`src/rtl/uniboard_pkg.sv`:
```
// Shared types and defaults for the encoder front end: step classification,
// decoder state encoding and the quadrature phase helper.
package uniboard_pkg;

  localparam int unsigned DEFAULT_FILTER_LEN = 4;
  localparam int unsigned DEFAULT_VEL_PERIOD = 20000;

  typedef enum logic [1:0] {
    STEP_NONE,
    STEP_FWD,
    STEP_REV,
    STEP_ERR
  } step_t;

  typedef enum logic {
    DEC_UNPRIMED,
    DEC_TRACKING
  } dec_state_t;

  // Position of an {A,B} pair along the forward cycle 00->10->11->01.
  function automatic logic [1:0] quad_phase(input logic [1:0] ab);
    logic [1:0] ph;
    case (ab)
      2'b00:   ph = 2'd0;
      2'b10:   ph = 2'd1;
      2'b11:   ph = 2'd2;
      default: ph = 2'd3;
    endcase
    return ph;
  endfunction

  // Phase distance of 2 means both channels moved at once: no usable direction.
  function automatic step_t decode_step(input logic [1:0] prev_ab,
                                        input logic [1:0] cur_ab);
    logic [1:0] delta;
    step_t      st;
    delta = quad_phase(cur_ab) - quad_phase(prev_ab);
    case (delta)
      2'd0:    st = STEP_NONE;
      2'd1:    st = STEP_FWD;
      2'd3:    st = STEP_REV;
      default: st = STEP_ERR;
    endcase
    return st;
  endfunction

endpackage

```
`src/rtl/quadrature_decoder_input_filter.sv`:
```
// Two-flop synchronizer followed by a stability filter for one encoder line.
// valid rises once the post-reset pipeline has had time to settle.
module input_filter
  import uniboard_pkg::*;
#(
  parameter int unsigned FILTER_LEN = DEFAULT_FILTER_LEN
) (
  input  logic clk,
  input  logic reset,
  input  logic raw,
  output logic filt,
  output logic valid
);

  localparam logic [7:0] STABLE_LAST = 8'(FILTER_LEN - 1);
  localparam logic [8:0] WARM_LAST   = 9'(FILTER_LEN + 1);

  logic       sync1;
  logic       sync2;
  logic [7:0] stable_cnt;
  logic [8:0] warm_cnt;

  always_ff @(posedge clk or posedge reset) begin
    if (reset) begin
      sync1      <= 1'b0;
      sync2      <= 1'b0;
      filt       <= 1'b0;
      stable_cnt <= '0;
      warm_cnt   <= '0;
      valid      <= 1'b0;
    end else begin
      sync1 <= raw;
      sync2 <= sync1;

      if (sync2 != filt) begin
        if (stable_cnt == STABLE_LAST) begin
          filt       <= sync2;
          stable_cnt <= '0;
        end else begin
          stable_cnt <= stable_cnt + 8'd1;
        end
      end else begin
        stable_cnt <= '0;
      end

      // Timed so valid rises on the same edge a level held through reset
      // release reaches filt, letting the decoder seed from it.
      if (!valid) begin
        if (warm_cnt == WARM_LAST) begin
          valid <= 1'b1;
        end else begin
          warm_cnt <= warm_cnt + 9'd1;
        end
      end
    end
  end

endmodule

```
`src/rtl/quadrature_decoder.sv`:
```
// Quadrature encoder decoder: filtered A/B/index inputs, signed position count,
// index capture, sticky illegal-transition flag and windowed velocity.
module quadrature_decoder
  import uniboard_pkg::*;
#(
  parameter int unsigned COUNT_W    = 32,
  parameter int unsigned FILTER_LEN = DEFAULT_FILTER_LEN,
  parameter int unsigned VEL_PERIOD = DEFAULT_VEL_PERIOD
) (
  input  logic                      clk,
  input  logic                      reset,
  input  logic                      enc_a,
  input  logic                      enc_b,
  input  logic                      enc_i,
  input  logic                      clear,
  input  logic                      err_clear,
  output logic signed [COUNT_W-1:0] count,
  output logic                      dir,
  output logic signed [COUNT_W-1:0] index_count,
  output logic                      index_pulse,
  output logic signed [15:0]        velocity,
  output logic                      vel_valid,
  output logic                      err
);

  localparam int unsigned              WIN_W     = $clog2(VEL_PERIOD);
  localparam logic [WIN_W-1:0]         WIN_LAST  = WIN_W'(VEL_PERIOD - 1);
  localparam logic [WIN_W-1:0]         WIN_ONE   = WIN_W'(1);
  localparam logic signed [COUNT_W-1:0] COUNT_ONE = COUNT_W'(1);

  logic filt_a, filt_b, filt_i;
  logic valid_a, valid_b, valid_i;
  logic primed;

  input_filter #(.FILTER_LEN(FILTER_LEN)) u_filt_a (
    .clk   (clk),
    .reset (reset),
    .raw   (enc_a),
    .filt  (filt_a),
    .valid (valid_a)
  );

  input_filter #(.FILTER_LEN(FILTER_LEN)) u_filt_b (
    .clk   (clk),
    .reset (reset),
    .raw   (enc_b),
    .filt  (filt_b),
    .valid (valid_b)
  );

  input_filter #(.FILTER_LEN(FILTER_LEN)) u_filt_i (
    .clk   (clk),
    .reset (reset),
    .raw   (enc_i),
    .filt  (filt_i),
    .valid (valid_i)
  );

  assign primed = valid_a & valid_b & valid_i;

  dec_state_t state;
  logic [1:0] prev_ab;
  logic       prev_i;
  logic [1:0] cur_ab;
  step_t      step;

  assign cur_ab = {filt_a, filt_b};

  always_comb begin
    step = STEP_NONE;
    if (state == DEC_TRACKING) begin
      step = decode_step(prev_ab, cur_ab);
    end
  end

  always_ff @(posedge clk or posedge reset) begin
    if (reset) begin
      state       <= DEC_UNPRIMED;
      prev_ab     <= '0;
      prev_i      <= 1'b0;
      count       <= '0;
      dir         <= 1'b0;
      index_count <= '0;
      index_pulse <= 1'b0;
      err         <= 1'b0;
    end else begin
      index_pulse <= 1'b0;
      prev_ab     <= cur_ab;
      prev_i      <= filt_i;

      case (state)
        DEC_UNPRIMED: begin
          if (primed) begin
            state <= DEC_TRACKING;
          end
        end
        DEC_TRACKING: begin
          if (filt_i && !prev_i) begin
            index_count <= count;
            index_pulse <= 1'b1;
          end
        end
        default: state <= DEC_UNPRIMED;
      endcase

      if (clear) begin
        count <= '0;
      end else if (step == STEP_FWD) begin
        count <= count + COUNT_ONE;
      end else if (step == STEP_REV) begin
        count <= count - COUNT_ONE;
      end

      if (step == STEP_FWD) begin
        dir <= 1'b1;
      end else if (step == STEP_REV) begin
        dir <= 1'b0;
      end

      if (step == STEP_ERR) begin
        err <= 1'b1;
      end else if (err_clear) begin
        err <= 1'b0;
      end
    end
  end

  logic [WIN_W-1:0]   win_cnt;
  logic signed [15:0] vel_acc;
  logic signed [16:0] vel_sum;
  logic signed [15:0] vel_next;

  always_comb begin
    vel_sum = {vel_acc[15], vel_acc};
    case (step)
      STEP_FWD: vel_sum = vel_sum + 17'sd1;
      STEP_REV: vel_sum = vel_sum - 17'sd1;
      default:  vel_sum = vel_sum;
    endcase
    if (vel_sum > 17'sd32767) begin
      vel_next = 16'sh7FFF;
    end else if (vel_sum < -17'sd32768) begin
      vel_next = 16'sh8000;
    end else begin
      vel_next = vel_sum[15:0];
    end
  end

  // The step landing on the last window cycle goes into the published
  // velocity, not into the restarted accumulator.
  always_ff @(posedge clk or posedge reset) begin
    if (reset) begin
      win_cnt   <= '0;
      vel_acc   <= '0;
      velocity  <= '0;
      vel_valid <= 1'b0;
    end else begin
      if (win_cnt == WIN_LAST) begin
        win_cnt   <= '0;
        vel_acc   <= '0;
        velocity  <= vel_next;
        vel_valid <= 1'b1;
      end else begin
        win_cnt   <= win_cnt + WIN_ONE;
        vel_acc   <= vel_next;
        vel_valid <= 1'b0;
      end
    end
  end

endmodule

```
`config.mk`:
```
export PLATFORM = sky130hd
export DESIGN_NAME = quadrature_decoder
export DESIGN_NICKNAME = d
export VERILOG_FILES = /design/src/rtl/uniboard_pkg.sv /design/src/rtl/quadrature_decoder_input_filter.sv /design/src/rtl/quadrature_decoder.sv
export SDC_FILE = /design/constraint.sdc
export NUM_CORES = 1
export LEC_CHECK = 0
export CORE_ASPECT_RATIO = 0.7
export CORE_UTILIZATION = 58
export DETAILED_ROUTE_END_ITERATION = 16
export PLACE_DENSITY = 0.86
export SYNTH_ARGS = -nofsm -noshare
export SYNTH_HDL_FRONTEND = slang
export SYNTH_HIERARCHICAL = 1
export SYNTH_SLANG_ARGS = --single-unit
```
`constraint.sdc`:
```
create_clock -name clk -period 5.9 [get_ports clk]
set_input_delay 0.59 -clock clk [delete_from_list [all_inputs] [get_ports clk]]
set_output_delay 0.59 -clock clk [all_outputs]
set_load 0.01 [all_outputs]
```
* Word level (Yosys, flattened, before mapping)
Index checks and enable logic that the tools add are counted.
** Operators by class
- $add $sub $neg :: 12
- Reductions and logical operators :: 15
- Equality and inequality tests :: 19
- Bitwise gates (word level) :: 8
- $lt $le $gt $ge :: 2
- Muxes and demuxes :: 35
** Operators with widths (count)
- 32-bit two-way mux :: 3
- 16-bit two-way mux :: 3
- 8-bit two-way mux :: 6
- 17-bit case mux with 2 select lines :: 1
- 32-bit by 2-bit adder with 32-bit output (second input constant) :: 1
- 32-bit by 2-bit subtractor with 32-bit output (second input constant) :: 1
- 9-bit by 1-bit adder with 9-bit output (second input constant) :: 3
- 9-bit by 3-bit == test with 1-bit output (second input constant) :: 3
- 8-bit by 1-bit adder with 8-bit output (second input constant) :: 3
- 8-bit by 2-bit == test with 1-bit output (second input constant) :: 3
- 2-bit case mux with 3 select lines :: 3
- 16-bit by 2-bit adder with 17-bit output (second input constant) :: 1
- 17-bit by 16-bit > comparator with 1-bit output (second input constant) :: 1
- 17-bit by 16-bit < comparator with 1-bit output (second input constant) :: 1
- 16-bit by 2-bit subtractor with 17-bit output (second input constant) :: 1
- 15-bit by 1-bit adder with 15-bit output (second input constant) :: 1
- 15-bit == test (second input constant) :: 1
- 1-bit two-way mux :: 15
- 15-bit two-way mux :: 1
- 2-bit == test (second input constant) :: 7
- 2-bit AND reduction :: 7
- 2-bit logical NOT :: 3
- 2-bit two-way mux :: 3
- 1-bit inverter :: 6
- 8 further kinds :: 13
** Storage, ports and cells
- Bits of input ports :: 7
- Word-level logic and storage cells :: 121
- Output and inout bits :: 84
- Bits in registers :: 182

* Logic depth before layout (Yosys ltp)
Gate-level depths: netlist of the first run.
- Word-level depth :: 13
- Mapped depth :: 21
- Gate-level depth less buffers :: 19

* By module
The synthesis of the first run kept the hierarchy.
** By module, submodules not included
- quadrature_decoder :: times used 1, cells an instance 805, area an instance 7123.1 um^2, sequential area each 2977.9 um^2
- input_filter :: times used 3, cells an instance 81, area an instance 974.7 um^2, sequential area each 525.5 um^2

* Worst setup path before layout of the first run
OpenSTA, ideal clock, no wires.
- Path kind :: register to register
- Start :: register u_filt_a.filt
- End :: register count[31]
- Cell stages (with the launch flop) :: 18
- Path buffers :: 0
- Setup slack :: 1.067 ns
- Data required time :: 5.784 ns
- Library setup time :: 0.116 ns
- Arrival time :: 4.717 ns
- Clock period less this slack :: 4.833 ns
- Cells stage by stage :: dfrtp_1 -> inv_1 -> ha_1 -> ha_1 -> inv_1 -> ha_1 -> nor2_1 -> nand3_1 -> ha_1 -> a21oi_1 -> nor2_1 -> or4_1 -> a221oi_1 -> o21ai_1 -> a21oi_1 -> o41ai_1 -> or4_1 -> o311ai_0
** On the way
- Word-level cells in the longest chain between the ends :: 10
- Elaborated cells between the ends (all ways) :: 16
- Classes of those cells :: add/sub (1); eq/ne (6); mux (6); reduce/logical (3)
** RTL lines
- from (decl) :: RTL line quadrature_decoder_input_filter.sv:11 : output logic filt,
- from (signal assigned) :: RTL line quadrature_decoder_input_filter.sv:37 : filt <= sync2;
- 2-bit == test / 2-bit logical NOT (equally long branches) :: RTL line uniboard_pkg.sv:23 : case (ab)
- 2-bit case mux with 3 select lines * :: RTL line uniboard_pkg.sv:23
- 2-bit two-way mux * :: RTL line quadrature_decoder.sv:71 : if (state == DEC_TRACKING) begin
- 2-bit subtractor * :: RTL line uniboard_pkg.sv:37 : delta = quad_phase(cur_ab) - quad_phase(prev_ab);
- 2-bit == test, or another cell as far along :: RTL line uniboard_pkg.sv:38 : case (delta)
- 2-bit case mux with 3 select lines * :: RTL line uniboard_pkg.sv:38
- 2-bit two-way mux * :: RTL line quadrature_decoder.sv:71
- 2-bit by 1-bit == test with 1-bit output :: RTL line quadrature_decoder.sv:108 : end else if (step == STEP_FWD) begin
- 32-bit two-way mux :: RTL line quadrature_decoder.sv:108
- 32-bit two-way mux :: RTL line quadrature_decoder.sv:106 : if (clear) begin
- to (signal assigned) :: RTL line quadrature_decoder.sv:109 : count <= count + COUNT_ONE;
- to (signal assigned) :: RTL line quadrature_decoder.sv:111 : count <= count - COUNT_ONE;
- to (decl) :: RTL line quadrature_decoder.sv:17 : output logic signed [COUNT_W-1:0] count,
Mark *: on every way between the ends. The rest lies on a longest branch, timed or not. The select of a mux whose other input is x is not followed.
A chain may end at the register's enable or synchronous reset.

* Final worst setup path of the first run
- Start :: register u_filt_a.filt
- End :: register velocity[0]
** On the way
- Word-level cells in the longest chain between the ends :: 12
- Elaborated cells between the ends (all ways) :: 18
- Classes of those cells :: add/sub (1); order compare (2); eq/ne (6); mux (7); reduce/logical (2)
** RTL lines
- 2-bit == test / 2-bit logical NOT (equally long branches) :: RTL line uniboard_pkg.sv:23
- 2-bit case mux with 3 select lines * :: RTL line uniboard_pkg.sv:23
- 2-bit two-way mux * :: RTL line quadrature_decoder.sv:71
- 2-bit subtractor * :: RTL line uniboard_pkg.sv:37
- 2-bit == test, or another cell as far along :: RTL line uniboard_pkg.sv:38
- 2-bit case mux with 3 select lines * :: RTL line uniboard_pkg.sv:38
- 2-bit two-way mux * :: RTL line quadrature_decoder.sv:71
- 2-bit == test / 2-bit by 1-bit == test with 1-bit output (equally long branches) :: RTL line quadrature_decoder.sv:135 : case (step)
- 17-bit case mux with 2 select lines * :: RTL line quadrature_decoder.sv:135
- 17-bit by 16-bit < comparator with 1-bit output :: RTL line quadrature_decoder.sv:142 : end else if (vel_sum < -17'sd32768) begin
- 16-bit two-way mux :: RTL line quadrature_decoder.sv:142
- 16-bit two-way mux * :: RTL line quadrature_decoder.sv:140 : if (vel_sum > 17'sd32767) begin
- to (signal assigned) :: RTL line quadrature_decoder.sv:161 : velocity <= vel_next;
- to (decl) :: RTL line quadrature_decoder.sv:21 : output logic signed [15:0] velocity,
Marked as above.

==> results.json, run 1 <==
{
  "start_util_pct": 60.38,
  "gr-total-overflow": 0,
  "multi_input_area_um2": 5218,
  "setup_slack_ps": 551.9,
  "grt_util_met3_pct": 5.322,
  "syn_area_um2": 10050,
  "routed_via_density": 5.873,
  "clk_latency_ps": 440,
  "yosysSeqAreaShare_pct": 45.33,
  "period_share_pct": 90.65,
  "pre_cts_ws_ps": 640.8,
  "crit_family": "compound AO/OA/AOI/OAI gates",
  "drt_iter0_markers": 635,
  "htree_levels": 4,
  "final_net_count": 1216,
  "drc": 0,
  "start_kind": "register",
  "final_hold_viol_count": 0,
  "yosysTopAreaCellShare_pct": 45.33,
  "synth_warnings": 6,
  "synth-seq-cells": 182,
  "numCtsBuffers": 17,
  "cp-end-kind": "register",
  "status": "complete, no violations",
  "r2r-start": "u_filt_a/filt$_DFFE_PP0P_",
  "diodes": 0,
  "synth_edf_count": 0,
  "grt_pass1_vias": 7786,
  "met1_usage_pct": 37.76,
  "clockRootBuffer": "clkbuf_16",
  "drv_slew": 0,
  "yosysTopAreaCell": "dfrtp_1",
  "clock_sinks": 182,
  "areaGrowthSynthToFinish_pct": 17.57,
  "routedWlPerCell_um": 16.23,
  "max_clock_freq_mhz": 187.0,
  "grt_busiest_layer": "met2",
  "synth_most_common_cell": "dfrtp_1",
  "die_x_um": 159.3,
  "finalSetupViolations": 0,
  "synth_ff_type": "dfrtp_1",
  "holdBufCountCts": 0,
  "drive_above_1_share_pct": 7.100,
  "tightest_slew_ps": 1026,
  "synth_common_cells": "182 x dfrtp_1, 173 x nand2_1, 80 x nor2_1",
  "hp-class": "register to register",
  "synth_cell_types": 73,
  "cp.required_ps": 6230,
  "dr.pass1.iters": 5,
  "synthArstFlopShare_pct": 100.0,
  "syn_nets": 1122,
  "antenna_found_initial": 0,
  "avgSynthCellArea_um2": 9.587,
  "clock_skew_ps": 12.76,
  "max-cap-violations": 0,
  "dp_cells": 1348,
  "path_cells": "inv_1 -> ha_1 -> ha_1 -> inv_1 -> ha_1 -> or3b_2 -> inv_1 -> buf_4 -> ha_1 -> o21ai_0 -> inv_1 -> a211oi_1 -> o21ai_1 -> a211oi_4 -> mux2i_1 -> or2_1 -> buf_4 -> a21oi_1 -> o31ai_1",
  "grtUsageMet2_pct": 41.20,
  "portBuffers": 90,
  "hp-start": "u_filt_i/sync1$_DFF_PP0_",
  "num_io_pins": 91,
  "synth_area_leaders": "dfrtp_1 45%, ha_1 8.1%, nand2_1 6.5%, xnor2_1 3.9%, a21oi_1 3.4%",
  "core_area_um2": 16640,
  "startpoint": "u_filt_a/filt$_DFFE_PP0P_",
  "vias": 8105,
  "slowest_delay_ps": 530,
  "rsz0062_at_grt": "no",
  "tns_ps": 0,
  "wl_mm": 22.40,
  "ant_nets": 0,
  "grt_pass1_wl_mm": 38.15,
  "die_area_um2": 17860,
  "cts_resized": 0,
  "ff_latch_area_um2": 4554,
  "grt_max_degree": 78,
  "tritoncts": "yes",
  "cpMaxStageDelayCell": "or3b_2",
  "cts_setup_buffers": 0,
  "slew_headroom_pct": 31.55,
  "critPathMaxFanout": 14,
  "cp_num_buf_inv": 6,
  "critPathKind": "register to register",
  "finalCriticalPeriod_ps": 5348,
  "path_clk_slew_ps": 70,
  "hpwlAfterDp_mm": 15.54,
  "gp_congestion": 0.9081,
  "fin_cells": 1380,
  "critPathArrivalTime_ps": 5680,
  "grtUsageTotal_pct": 26.40,
  "row_count": 39,
  "synthCells": 1048,
  "clock_path_buffers": 2,
  "dieHeight_um": 112.1,
  "fillers": 1204
}
worst register-to-register path, cell delays in order (launching register included):
cell	delay, ps
dfrtp_1	420
inv_1	80
ha_1	310
ha_1	330
inv_1	60
ha_1	330
or3b_2	530
inv_1	410
buf_4	230
ha_1	260
o21ai_0	220
inv_1	90
a211oi_1	370
o21ai_1	240
a211oi_4	410
mux2i_1	270
or2_1	150
buf_4	170
a21oi_1	70
o31ai_1	290
worst paths after layout:
path	depth (start not counted)	slack (ps)	endpoint
max	19	550	velocity[0]$_DFFE_PP0P_
min	0	350	u_filt_i/sync2$_DFF_PP0_
max reg2reg	19	550	velocity[0]$_DFFE_PP0P_
min reg2reg	0	350	u_filt_i/sync2$_DFF_PP0_
max in group asynchronous	3	3930	index_count[11]$_DFFE_PP0P_
min in group asynchronous	2	760	u_filt_a/warm_cnt[4]$_DFFE_PP0P_
cell usage in the layout, fill, tap and decap left out, types with 10 or more instances in the layout:
cell / instances
a211oi_1: 16
a21o_1: 20
a21oi_1: 69
buf_4: 14
clkbuf_16: 17
clkdlybuf4s50_1: 90
dfrtp_1: 182
ha_1: 65
inv_1: 39
nand2_1: 173
nand3_1: 46
nor2_1: 79
nor3_1: 13
o21ai_0: 39
o21ai_1: 13
o31ai_1: 10
or3_1: 15
xnor2_1: 45
xor2_1: 30
state kept, by name, summed over array words and instances (netlist names), 2 cells and up:
| register | cells |
|---|---|
| u_filt_i/stable_cnt | 8 |
| win_cnt | 15 |
| prev_ab | 2 |
| u_filt_b/warm_cnt | 9 |
| velocity | 16 |
| index_count | 32 |
| u_filt_a/warm_cnt | 9 |
| vel_acc | 16 |
| count | 32 |
| u_filt_i/warm_cnt | 9 |
| u_filt_a/stable_cnt | 8 |
| u_filt_b/stable_cnt | 8 |
area by class of cell:
| type | instances | share of cell area (%) |
|---|---|---|
| sequential | 182 | 38.56 |
| multi-input combinational | 797 | 44.17 |
| clock inverter | 14 | 1.366 |
| clock buffer | 18 | 3.718 |
| tap | 225 | 2.383 |
| timing repair buffer | 104 | 8.516 |
| inverter | 40 | 1.292 |
metrics by stage:
| step | utilization, % | hold WS, ps | area [µm²] |
|---|---|---|---|
| 4_1_cts | 70.99 | 351.6 | 11810 |
| 6_report | 70.99 | 349.0 | 11810 |
| 5_1_grt | 70.99 | 364.1 | 11810 |
| 3_5_place_dp | 67.38 | 336.3 | 11210 |
| 3_3_place_gp | 67.38 | 333.1 | 11210 |
| 2_1_floorplan | - | 331.2 | 10050 |
cells by family after synthesis:
group                    count (synthesis)  share of synthesized area, %
AO/OA/AOI/OAI                          227                         15.45
buffers and inverters                   69                         2.765
multiplexers                            11                         1.133
flip-flops                             182                         45.33
AND/OR/NAND/NOR                        417                         20.29
XOR/XNOR                                75                         6.538
adder cells (fa/ha/maj)                 67                         8.493
routing by layer:
metal  part of all wire (%)  vias up  wire length [µm]
met5                      0        -                 0
met3                    5.8       29              1306
li1                       -     3909                 -
met2                     45      240             10120
met1                     47     3927             10630
met4                    1.5        0               340
Power of run 1 is left out: the tool's default activity adds up to more than one toggle a clock period on the data nets, which glitch-free logic cannot reach.
==> run 2, diff against run 1 <==
Settings changed: CELL_PAD_IN_SITES_DETAIL_PLACEMENT set to 1, CELL_PAD_IN_SITES_GLOBAL_PLACEMENT set to 1, CORE_UTILIZATION 58 to 45, RECOVER_POWER set to 25.
==> results.json, run 2 (synthesis gave the netlist of run 1 again) <==
{
  "status": "finished, violations left",
  "failed_checks": "max-capacitance violations, max-slew violations",
  "layout_common_cells": "182 x dfrtp_1, 173 x nand2_1, 86 x clkdlybuf4s50_1",
  "cp.required_ps": 6230,
  "clk_latency_ps": 450,
  "dieHeight_um": 127.0,
  "cp_num_buf_inv": 5,
  "ant_nets": 0,
  "r2r-start": "u_filt_a/filt$_DFFE_PP0P_",
  "finalSetupViolations": 0,
  "start_kind": "register",
  "layout_commonest_cell": "dfrtp_1",
  "hp-start": "u_filt_b/sync1$_DFF_PP0_",
  "critPathArrivalTime_ps": 5890,
  "htree_levels": 4,
  "wl_met2_mm": 13.19,
  "hpwlAfterDp_mm": 19.31,
  "grt_pass1_vias": 8657,
  "finalCriticalPeriod_ps": 5557,
  "path_cells": "inv_1 -> ha_1 -> ha_1 -> inv_1 -> ha_1 -> or3b_2 -> inv_1 -> buf_4 -> ha_1 -> a21o_1 -> a22o_1 -> a311o_1 -> and3_4 -> a211oi_4 -> mux2i_1 -> or2_1 -> buf_4 -> a21oi_1 -> o31ai_1",
  "diodes": 0,
  "drv_slew": 109,
  "path_clk_slew_ps": 80,
  "max-cap-violations": 2,
  "final_net_count": 1212,
  "final_cell_area_um2": 11870,
  "grt_pass1_wl_mm": 45.15,
  "hp-class": "register to register",
  "dpl_cell_area_um2": 11250,
  "wl_met1_mm": 12.68,
  "gr-total-overflow": 0,
  "tightest_slew_ps": 3412,
  "drive_above_1_share_pct": 6.690,
  "tns_ps": 0,
  "drc": 0,
  "die_x_um": 180.6,
  "cts_setup_buffers": 0,
  "numCtsBuffers": 17,
  "wl_mm": 27.01,
  "cts_resized": 0,
  "cp-end-kind": "register",
  "antenna_found_initial": 0,
  "areaGrowthSynthToFinish_pct": 18.09,
  "grt_max_degree": 72,
  "clock_path_buffers": 2,
  "maxUsedRoutingLayer": "met4",
  "tritoncts": "yes",
  "rsz0062_at_grt": "no",
  "critPathMaxFanout": 13,
  "clockRootBuffer": "clkbuf_16",
  "crit_top_cell": "ha_1",
  "dr.pass1.iters": 4,
  "clock_skew_ps": 12.41,
  "num_io_pins": 91,
  "routedWlPerCell_um": 18.85,
  "top_regs": "count: 32 flops, index_count: 32 flops",
  "critPathKind": "register to register",
  "wl_met3_um": 742,
  "holdBufCountCts": 0,
  "cpMaxStageDelayCell": "or3b_2",
  "routed_via_density": 5.726,
  "vias": 8206,
  "start_util_pct": 46.11,
  "portBuffers": 90,
  "clock_sinks": 182,
  "max_clock_freq_mhz": 179.9,
  "grtUsageTotal_pct": 24.58,
  "crit_family": "compound AO/OA/AOI/OAI gates",
  "final_hold_viol_count": 0,
  "slew_headroom_pct": -128.7,
  "gp_congestion": 0.8711,
  "die_area_um2": 22940,
  "drt_iter0_markers": 518,
  "period_share_pct": 94.19,
  "slowest_delay_ps": 540,
  "startpoint": "u_filt_a/filt$_DFFE_PP0P_",
  "row_count": 45,
  "core_area_um2": 21790
}
[run 2: cell types whose count changed in the layout (fill, tap and decap cells not counted), moves of 2 or more]
cell,previous run,this run
buf_4,14,9
clkdlybuf4s50_1,90,86
dlygate4sd3_1,0,4
and2_0,1,4
and2_1,5,2
inv_6,5,7
[run 2: per-stage QoR]
| stage | util (%) | worst slack, ps | hold slack, ps | std cells |
|---|---|---|---|---|
| 3_3_place_gp | 51.65 | 785.3 | 335.2 | 1401 |
| 2_1_floorplan | - | 1067 | 331.2 | 1048 |
| 3_5_place_dp | 51.65 | 430.2 | 359.4 | 1401 |
| 6_report | 54.45 | 342.8 | 374.2 | 1433 |
| 5_1_grt | 54.45 | 31.73 | 383.2 | 1433 |
| 4_1_cts | 54.48 | 381.1 | 376.0 | 1433 |
[run 2: metal layers]
metal  track usage [%]  up-vias
met5                 0        -
met4             8.095        0
met3             4.076       27
li1                  -     3879
met2             41.36      121
met1             32.56     4179
[run 2: final timing paths]
check / endpoint / slack (ps) / cells past startpoint
max in group asynchronous: count[13]$_DFFE_PP0P_ / 2460 / 3
max reg2reg: velocity[3]$_DFFE_PP0P_ / 340 / 19
min in group asynchronous: u_filt_a/stable_cnt[7]$_DFF_PP0_ / 830 / 2
min reg2reg: u_filt_b/sync2$_DFF_PP0_ / 370 / 0
max: velocity[3]$_DFFE_PP0P_ / 340 / 19
min: u_filt_b/sync2$_DFF_PP0_ / 370 / 0
[run 2: final cells by class]
type	instances	area, µm²
inverters	40	151.4
fillers	2470	9925
clock buffers	17	425.4
flip-flops and latches	182	4554
clock inverters	15	191.4
repair buffers	100	972.2
well taps	282	352.8
multi-input cells	797	5218
[run 2: worst register-to-register path: cells and delay by family (launching register included)]
kind            cells  cell delay (ps)
flops               1              420
compound gates      6             1590
simple gates        3              880
mux                 1              290
buf+inv             5              960
fa+ha+maj           4             1300
Power of run 2 is left out for the same reason.
==> run 3, diff against run 2 <==
Settings changed: CTS_CLUSTER_DIAMETER set to 200.
==> results of run 3 <==
The final DEF is identical to that of run 2; final timing and power are the same.
Power of run 3 is left out for the same reason.
